==> src/rtl/mips_pkg.sv <==
// Shared MIPS-I encodings: major opcodes, R-type function codes and REGIMM selectors.
package mips_pkg;

    typedef enum logic [5:0] {
        OP_RTYPE  = 6'b000000,
        OP_REGIMM = 6'b000001,
        OP_BEQ    = 6'b000100,
        OP_BNE    = 6'b000101,
        OP_BLEZ   = 6'b000110,
        OP_BGTZ   = 6'b000111,
        OP_ADDIU  = 6'b001001,
        OP_SLTI   = 6'b001010,
        OP_SLTIU  = 6'b001011,
        OP_ANDI   = 6'b001100,
        OP_ORI    = 6'b001101,
        OP_XORI   = 6'b001110,
        OP_LUI    = 6'b001111,
        OP_LB     = 6'b100000,
        OP_LH     = 6'b100001,
        OP_LWL    = 6'b100010,
        OP_LW     = 6'b100011,
        OP_LBU    = 6'b100100,
        OP_LHU    = 6'b100101,
        OP_LWR    = 6'b100110,
        OP_SB     = 6'b101000,
        OP_SH     = 6'b101001,
        OP_SWL    = 6'b101010,
        OP_SW     = 6'b101011
    } opcode_t;

    typedef enum logic [5:0] {
        F_SLL  = 6'b000000,
        F_SRL  = 6'b000010,
        F_SRA  = 6'b000011,
        F_SLLV = 6'b000100,
        F_SRLV = 6'b000110,
        F_SRAV = 6'b000111,
        F_ADDU = 6'b100001,
        F_SUBU = 6'b100011,
        F_AND  = 6'b100100,
        F_OR   = 6'b100101,
        F_XOR  = 6'b100110,
        F_NOR  = 6'b100111,
        F_SLT  = 6'b101010,
        F_SLTU = 6'b101011
    } alu_funct_t;

    localparam logic [4:0] RI_BLTZ   = 5'b00000;
    localparam logic [4:0] RI_BGEZ   = 5'b00001;
    localparam logic [4:0] RI_BLTZAL = 5'b10000;
    localparam logic [4:0] RI_BGEZAL = 5'b10001;

endpackage

==> src/rtl/mips_gpr_file.sv <==
// 32x32 general-purpose register file: two combinational read ports, one
// synchronous write port, $0 hardwired to zero, synchronous reset clears all.
module mips_gpr_file
    import mips_pkg::*;
(
    input  logic        clk,
    input  logic        reset,
    input  logic [4:0]  rs_index,
    output logic [31:0] rs_data,
    input  logic [4:0]  rt_index,
    output logic [31:0] rt_data,
    input  logic [4:0]  wr_index,
    input  logic        wr_enable,
    input  logic [31:0] wr_data,
    output logic [31:0] register_v0
);

    logic [31:0] regs [32];

    // Reset wins over a coincident write; index 0 is never written.
    always_ff @(posedge clk) begin
        if (reset) begin
            for (int i = 0; i < 32; i++) begin
                regs[i] <= 32'h0;
            end
        end else if (wr_enable && (wr_index != 5'd0)) begin
            regs[wr_index] <= wr_data;
        end
    end

    assign rs_data     = (rs_index == 5'd0) ? 32'h0 : regs[rs_index];
    assign rt_data     = (rt_index == 5'd0) ? 32'h0 : regs[rt_index];
    assign register_v0 = regs[2];

endmodule

==> src/rtl/mips_alu_regfile.sv <==
// Execute/operand core: register file plus a combinational MIPS-I ALU whose
// operands are the two read ports.
module mips_alu_regfile
    import mips_pkg::*;
(
    input  logic        clk,
    input  logic        reset,
    input  logic [4:0]  rs_index,
    output logic [31:0] rs_data,
    input  logic [4:0]  rt_index,
    output logic [31:0] rt_data,
    input  logic [4:0]  wr_index,
    input  logic        wr_enable,
    input  logic [31:0] wr_data,
    output logic [31:0] register_v0,
    input  logic [5:0]  alu_opcode,
    input  logic [5:0]  alu_funct,
    input  logic [4:0]  alu_shamt,
    input  logic [15:0] alu_imm,
    input  logic [4:0]  alu_regimm,
    input  logic        alu_carry_in,
    output logic [31:0] alu_result,
    output logic        alu_branch,
    output logic        alu_carry_out,
    output logic        alu_zero,
    output logic        alu_link
);

    mips_gpr_file u_gpr (
        .clk         (clk),
        .reset       (reset),
        .rs_index    (rs_index),
        .rs_data     (rs_data),
        .rt_index    (rt_index),
        .rt_data     (rt_data),
        .wr_index    (wr_index),
        .wr_enable   (wr_enable),
        .wr_data     (wr_data),
        .register_v0 (register_v0)
    );

    logic [31:0] a, b, imm_se, imm_ze;
    logic [32:0] sum_ab, diff_ab, sum_ai;
    logic        unused_carry_in;

    // The CPU keeps a carry register, but no supported operation consumes it.
    assign unused_carry_in = alu_carry_in;

    assign a       = rs_data;
    assign b       = rt_data;
    assign imm_se  = {{16{alu_imm[15]}}, alu_imm};
    assign imm_ze  = {16'h0, alu_imm};
    assign sum_ab  = {1'b0, a} + {1'b0, b};
    assign diff_ab = {1'b0, a} + {1'b0, ~b} + 33'd1;
    assign sum_ai  = {1'b0, a} + {1'b0, imm_se};

    always_comb begin
        alu_result    = 32'h0;
        alu_branch    = 1'b0;
        alu_carry_out = 1'b0;
        alu_link      = 1'b0;
        case (alu_opcode)
            OP_RTYPE: begin
                case (alu_funct)
                    F_ADDU: begin
                        alu_result    = sum_ab[31:0];
                        alu_carry_out = sum_ab[32];
                    end
                    F_SUBU: begin
                        alu_result    = diff_ab[31:0];
                        alu_carry_out = diff_ab[32];
                    end
                    F_AND:  alu_result = a & b;
                    F_OR:   alu_result = a | b;
                    F_XOR:  alu_result = a ^ b;
                    F_NOR:  alu_result = ~(a | b);
                    F_SLT:  alu_result = {31'h0, $signed(a) < $signed(b)};
                    F_SLTU: alu_result = {31'h0, a < b};
                    F_SLL:  alu_result = b << alu_shamt;
                    F_SRL:  alu_result = b >> alu_shamt;
                    F_SRA:  alu_result = $signed(b) >>> alu_shamt;
                    F_SLLV: alu_result = b << a[4:0];
                    F_SRLV: alu_result = b >> a[4:0];
                    F_SRAV: alu_result = $signed(b) >>> a[4:0];
                    default: alu_result = 32'h0;
                endcase
            end
            OP_ADDIU: begin
                alu_result    = sum_ai[31:0];
                alu_carry_out = sum_ai[32];
            end
            OP_SLTI:  alu_result = {31'h0, $signed(a) < $signed(imm_se)};
            OP_SLTIU: alu_result = {31'h0, a < imm_se};
            OP_ANDI:  alu_result = a & imm_ze;
            OP_ORI:   alu_result = a | imm_ze;
            OP_XORI:  alu_result = a ^ imm_ze;
            OP_LUI:   alu_result = {alu_imm, 16'h0};
            OP_LB, OP_LH, OP_LWL, OP_LW, OP_LBU, OP_LHU, OP_LWR,
            OP_SB, OP_SH, OP_SWL, OP_SW: begin
                alu_result    = sum_ai[31:0];
                alu_carry_out = sum_ai[32];
            end
            OP_BEQ:  alu_branch = (a == b);
            OP_BNE:  alu_branch = (a != b);
            OP_BLEZ: alu_branch = a[31] || (a == 32'h0);
            OP_BGTZ: alu_branch = !a[31] && (a != 32'h0);
            OP_REGIMM: begin
                case (alu_regimm)
                    RI_BLTZ:   alu_branch = a[31];
                    RI_BGEZ:   alu_branch = !a[31];
                    RI_BLTZAL: begin
                        alu_branch = a[31];
                        alu_link   = 1'b1;
                    end
                    RI_BGEZAL: begin
                        alu_branch = !a[31];
                        alu_link   = 1'b1;
                    end
                    default: alu_branch = 1'b0;
                endcase
            end
            default: alu_result = 32'h0;
        endcase
    end

    assign alu_zero = (alu_result == 32'h0);

endmodule

==> config.mk <==
export PLATFORM = sky130hd
export DESIGN_NAME = mips_alu_regfile
export DESIGN_NICKNAME = d
export VERILOG_FILES = /design/src/rtl/mips_pkg.sv /design/src/rtl/mips_gpr_file.sv /design/src/rtl/mips_alu_regfile.sv
export SDC_FILE = /design/constraint.sdc
export NUM_CORES = 2
export LEC_CHECK = 0
export CAP_MARGIN = 20
export CELL_PAD_IN_SITES_DETAIL_PLACEMENT = 1
export CELL_PAD_IN_SITES_GLOBAL_PLACEMENT = 2
export CORE_MARGIN = 4
export CORE_UTILIZATION = 40
export CTS_BUF_LIST = sky130_fd_sc_hd__clkbuf_4 sky130_fd_sc_hd__clkbuf_8 sky130_fd_sc_hd__clkbuf_16
export DETAILED_ROUTE_END_ITERATION = 12
export PLACE_DENSITY = 0.88
export SYNTH_ARGS = -nofsm -noshare
export SYNTH_HDL_FRONTEND = slang
export SYNTH_SLANG_ARGS = --single-unit
==> constraint.sdc <==
create_clock -name clk -period 12.59 [get_ports clk]
set_clock_uncertainty 0.1 [all_clocks]
set_input_delay 2.518 -clock clk [delete_from_list [all_inputs] [get_ports clk]]
set_output_delay 2.518 -clock clk [all_outputs]
set_load 0.03 [all_outputs]
; Word-level counts from Yosys, hierarchy flattened
; Memory sizes are Yosys's and may differ from the RTL's.
; Cells that the tools add are included.
; Widths: inputs -> output; s select.
[word_totals]
memories = 1
mem_bits_rw = 1024
inputBits = 89
elab_cells = 100
regBits = 0
out_inout_bits = 132
[mem_list]
columns = memory, depth, word_bits, rd, rd_clocked_by_memory_dff, wr, line
row1 = u_gpr.regs, 32, 32, 3, 0, 32, mips_gpr_file.sv:18  ; logic [31:0] regs [32];
[op_classes]
n_mux = 18
reduce_logical = 18
eq_ne = 41
addsub = 4
n_lt_le_gt_ge = 4
bitwise_logic = 8
n_shift = 6
[ops]
columns = cell, n
row1 = $pmux 32 s14, 1
row2 = $pmux 32 s8, 1
row3 = $eq 6x6->1 const B, 19
row4 = $add 32x32->33, 3
row5 = $lt 32x32->1, 3
row6 = $mux 32, 3
row7 = $logic_not 32->1, 2
row8 = $not 32->32, 2
row9 = $shl 32x5->32, 2
row10 = $shr 32x5->32, 2
row11 = $sshr 32x5->32, 2
row12 = $eq 6x3->1 const B, 7
row13 = $eq 6x4->1 const B, 7
row14 = $add 33x1->33 const B, 1
row15 = $and 32x16->32, 1
row16 = $and 32x32->32, 1
row17 = $eq 32x32->1, 1
row18 = $lt 32x16->1, 1
row19 = $ne 32x32->1, 1
row20 = $or 32x16->32, 1
row21 = $or 32x32->32, 1
row22 = $reduce_bool 32->1, 1
row23 = $reduce_or 32->1, 1
row24 = $xor 32x16->32, 1
row25 = 17 further kinds, 34

; Depth between registers and ports, before layout
[logic_depth]
word_depth = 8
depth_mapped = 34
mapped_depth_nobuf = 23

; Cells and area by module
; From an unflattened synthesis, not the netlist that was laid out.
[hier_totals]
hier_cells = 6166
hier_area_um2 = 71403.5
[by_module_without_submodules]
columns = module, seq_area_each_um2, instances, cells_per_inst, area_each_um2
row1 = mips_gpr_file, 30749.5, 1, 3492, 54086.9
row2 = mips_alu_regfile, 0.0, 1, 2674, 17316.6

; Worst setup path before layout
; No wires, ideal clock.
[synth_timing]
kind = input-to-output
start = input port rs_index[0]
end = output port alu_zero
path_buffers = 10
path_stages = 30
arrival_time_ps = 10684
required_time_ps = 9972
path_slack_ps = -712
cell_sequence = buf_6 > buf_8 > buf_6 > buf_4 > buf_2 > buf_2 > buf_2 > buf_2 > buf_2 > buf_2 > mux2i_1 > o221ai_1 > a221oi_1 > a211oi_1 > inv_1 > ha_1 > o21a_1 > o211ai_1 > o21ai_0 > o2111ai_1 > a21oi_1 > o41a_1 > a211oi_1 > o21ai_0 > a221o_1 > a21oi_1 > o21ai_0 > nor4_1 > nand3_1 > nor4_2
[synth_between]
elab_chain_cells = 7
word_cells_on_any_way = 24
classes_between = add/sub (4) / order compare (4) / shift (3) / mux (3) / bitwise (7) / reduce/logical (2) / memory (1)
[synth_rtl]
columns = item, line
row1 = from (decl), mips_alu_regfile.sv:8  ; input logic [4:0] rs_index,
row2 = $mem_v2 32x32 / $logic_not 5->1 (equally long branches), -
row3 = $mux 32 *, mips_gpr_file.sv:31  ; assign rs_data = (rs_index == 5'd0) ? 32'h0 : regs[rs_index];
row4 = via rs_data[7], mips_alu_regfile.sv:9  ; output logic [31:0] rs_data,
row5 = $add 32x32->33, mips_alu_regfile.sv:54  ; assign diff_ab = {1'b0, a} + {1'b0, ~b} + 33'd1;
row6 = $add 33x1->33, mips_alu_regfile.sv:54
row7 = $pmux 32 s14, mips_alu_regfile.sv:64  ; case (alu_funct)
row8 = $pmux 32 s8 *, mips_alu_regfile.sv:62  ; case (alu_opcode)
row9 = via alu_result[25], mips_alu_regfile.sv:22  ; output logic [31:0] alu_result,
row10 = $logic_not 32->1 *, mips_alu_regfile.sv:126  ; assign alu_zero = (alu_result == 32'h0);
row11 = to (decl), mips_alu_regfile.sv:25  ; output logic alu_zero,
; The timed path passes the listed nets; every way through them passes the cells marked *.

; Worst setup path after layout
[layout_timing]
start = input port rt_index[4]
end = output port alu_zero
[layout_between]
elab_chain_cells = 8
word_cells_on_any_way = 22
classes_between = add/sub (3) / order compare (2) / shift (6) / mux (3) / bitwise (5) / reduce/logical (2) / memory (1)
[layout_rtl]
columns = item, line
row1 = from (decl), mips_alu_regfile.sv:10  ; input logic [4:0] rt_index,
row2 = $mem_v2 32x32 / $logic_not 5->1 (equally long branches), -
row3 = $mux 32 *, mips_gpr_file.sv:32  ; assign rt_data = (rt_index == 5'd0) ? 32'h0 : regs[rt_index];
row4 = $not 32->32, mips_alu_regfile.sv:54
row5 = $add 32x32->33, mips_alu_regfile.sv:54
row6 = $add 33x1->33, mips_alu_regfile.sv:54
row7 = $pmux 32 s14 *, mips_alu_regfile.sv:64
row8 = $pmux 32 s8 *, mips_alu_regfile.sv:62
row9 = $logic_not 32->1 *, mips_alu_regfile.sv:126
; Every way passes the cells marked *; elsewhere a longest branch is shown, timed or not.

==> impl.org <==
** Floorplanning
- Floorplan die height :: 426 um
- I/O pin cnt :: 221
- The die is 426 um wide.
- After floorplanning, the core was sized to cover 174,000 um2.
- The die covers 182,000 um2.
- Row generation in the floorplan step produced 153 rows.
- For this configuration, the core starts out at a cell density of 40.2%.

** Yosys
- Average cell area after synthesis :: 11.5 um2
- EDFF count, synth :: 1,024
- Main synth FF type :: edfxtp_1
- The synthesized netlist occupies a cell area of 70,000 um2.
- Total of flip-flops plus latches after synthesis :: 1,024
- Distinct cell type count after synthesis :: 112
- Share of async-settable or async-resettable flops after synthesis :: 0%
- Number of instances in the synthesized netlist :: 6,104
- Sequential share of the synthesized area :: 43.9%
- Number of warnings printed during yosys synthesis :: 0

** Routing
- The detail route stage leaves a number of antenna-violating nets equal to 0.
- Number of iterations in the first detailed-routing pass :: 6
- Vias after detailed routing :: 63.1k
- For this block, the initial DRC count from the detailed router was 9,984.
- In the final routed layout, each cell accounts on average for 41.4 um.
- Residual DRC :: 0
- Per-cell via count in the routed design :: 7.05
- The final layout contains routed wiring with a total length of 370 mm.

** GRT
- Global-route congestion overflow total :: 0
- First-pass GRT wire length :: 504 mm
- Global routing used 39.6% of the available tracks across all layers.
- Vias in the first global route :: 63.6k
- The initial antenna violation count is 37.
- Entering global routing, the biggest net connects 83 pins.

** Setup path
- Arrival time of the worst setup path :: 9910 ps
- The worst setup path is of the primary input to output pin kind.
- Startpoint Class :: primary input
- Type of element capturing the critical path :: output pin
- The critical path contains buffers and inverters numbering 6 combined.
- Most common cell type on the critical path :: buf_4
- Highest net fanout along the worst path :: 17
- For the worst setup path, the data required time is 9970 ps.
- On the critical path, the stage with the largest delay is an instance of nor4_2.
- Among cell families on the critical path, the largest total delay comes from simple AND/OR/NAND/NOR gates.
- Largest incremental delay on the critical path :: 990 ps

** Pwr
- Internal Pwr Total :: 6860 uW
- Portion of total power attributed to sequential cells :: 38.8%
- Combinational share of power :: 30.9%
- P_sw :: 3610 uW
- Power spread over the standard cell area amounts to 128 nW/um2.
- Worst vdd ir :: 0.123 mV
- The clock network accounts for 30.3% of the total power.
- In this run switching power makes up 34.5% of total power.
- Leakage power figure :: 0.0303 uW

** Final layout
- The register with the most flip-flops in the layout has 1,024 of them.
- u_gpr.regs holds more flip-flops than any other register.
- In the final layout, the registers with the most flip-flops are u_gpr.regs (1024).
- Commonest cells after routing, fill and taps aside :: edfxtp_1, and2_1, buf_4, mux2i_1, mux4_2
- Compared with the post-synthesis result, the final layout area differs by 16.8%.
- The post-route netlist has 21.3% of its cells at a drive strength greater than 1.
- Most frequent standard cell in the layout excluding fill and tap cells :: edfxtp_1
- Net count, final :: 6,773
- Utilization of the core after routing :: 47.0%
- Finished Cell Area :: 81,800 um2

** Clock tree
- The H-tree generated during clock tree synthesis spans 3 levels.
- Hold buffer count at CTS :: 0
- Clock tree synthesis selected as its root buffer the cell clkbuf_16.
- Clock tree synthesis found a total of 1,024 sinks.
- Num CTS Buffers :: 98
- Clock transition at the register clock pins on the worst setup and hold paths after CTS :: 70 ps
- No sink is reached through more buffers than the 3 on the longest clock path.
- TritonCTS clock tree :: done

** Hold path
- The worst hold path belongs to the class primary input to register.
- In this run the most critical hold path is launched from reset.
- Worst Hold End :: u_gpr.regs[0][31]
- Along the worst hold path, the cell count comes to 1.

** Place
- Port-buffer cells :: 219
- Placed wire-length estimate after detailed placement :: 255 mm
- After detailed placement, the total cell area comes to 78,200 um2.
- Placer congestion estimate :: 1.04
- Worst Setup Slack post-DPL :: 340 ps

** Timing
- Crit path time final :: 12,520 ps
- Setup violations remaining at the end of the flow were counted as 0.
- Least-Margin Pin Slew :: 1430 ps
- The final count of pins violating max slew is 0.
- Derived from the worst setup path, the maximum achievable clock frequency is 79.8 MHz.
- Normalized max-slew margin :: 3.87%
- Part of the cycle the worst path needs :: 99.5%
- Worst path setup slack after routing :: 65.1 ps
- The hold violation total from the final report was 0.

** Status
- Status :: finished clean

** Flow run
- Max capacitance violation total :: 0
-- worst max-delay path by stage --
stage / slack, ps / end / cells past startpoint / startpoint
after CTS: 330 / alu_zero / 26 / rs_index[2]
after floorplan: 80 / alu_zero / 29 / rs_index[0]
final: 70 / alu_zero / 25 / rt_index[4]
after global placement: 370 / alu_zero / 26 / rs_index[0]
after detailed placement: 340 / alu_zero / 26 / rs_index[2]
after global routing: -2 / alu_zero / 26 / rt_index[0]
-- cell type report --
class                           count  area, um2
Clock inverter                     59        673
Antenna cell                       36       90.1
Fill cell                       18200      92200
Clock buffer                      122       2650
Sequential cell                  1024      30700
Tap cell                         2325       2910
Inverter                          142        533
Multi-Input combinational cell   4414      37000
Timing Repair Buffer              823       7180
-- metal layers --
metal	global-route usage [%]	share of wire (%)
met1	46.4	34
met2	61.5	44
met3	10.0	12
met4	32.4	10
met5	0	0.014
-- power by group through the flow --
stage	sequential (uW)	clock, uW	combinational (uW)
3_5_place_dp	4120	0	3100
3_3_place_gp	4090	0	3050
5_1_grt	4070	3290	3320
6_report	4060	3170	3240
4_1_cts	4050	3160	3110
2_1_floorplan	4080	0	1640
-- per-stage QoR --
stage | hold WS [ps] | total power (uW) | setup TNS [ps] | instances
global placement | 2950 | 7150 | 0 | 8723
floorplan | 2620 | 5720 | 0 | 6135
detailed placement | 2950 | 7220 | 0 | 8723
finish | 2220 | 10500 | 0 | 8945
global route | 2220 | 10700 | -1.89 | 8910
CTS | 2200 | 10300 | 0 | 8904
-- cell usage after synthesis, drive strengths merged, types with 12 or more instances --
library cell	n	share of area (%)
mux2	72	1.2
a211oi	45	0.48
or3	37	0.33
nand4	40	0.37
nand2	250	1.3
a21o	36	0.39
o21ai	184	1.3
o221ai	44	0.55
o211ai	69	0.74
edfxtp	1024	44
ha	178	3.2
nand3b	13	0.14
a31oi	38	0.37
o31ai	23	0.28
nand3	115	0.82
or2	45	0.40
nand2b	37	0.33
o2111ai	19	0.26
o22a	16	0.21
o22ai	82	0.73
and3	20	0.18
nor2b	33	0.29
a22oi	137	1.5
a32oi	32	0.52
xnor2	47	0.59
mux2i	415	5.9
inv	141	0.76
buf	197	1.7
a22o	32	0.40
a21oi	196	1.4
nor4b	14	0.21
nor4	39	0.38
a2111oi	19	0.31
clkbuf	358	1.9
o311ai	12	0.15
nor2	293	1.6
a221oi	66	0.83
a32o	13	0.19
and2	1017	9.1
mux4	355	11
o21bai	31	0.33
nor3	85	0.62
-- timing repair --
action / in CTS / in global routing
setup buffers: 0 / 0
resized for setup: 0 / 8
setup endpoints to repair: 0 / 2
-- cells by family after synthesis --
kind of cell / synth area share [%]
other cells: 0.00535
mux: 18.5
simple gates: 16.7
xor+xnor: 0.675
buf+inv: 4.34
flops: 43.9
fa+ha+maj: 3.27
compound gates: 12.6
Power figures use the tool's default switching activity.
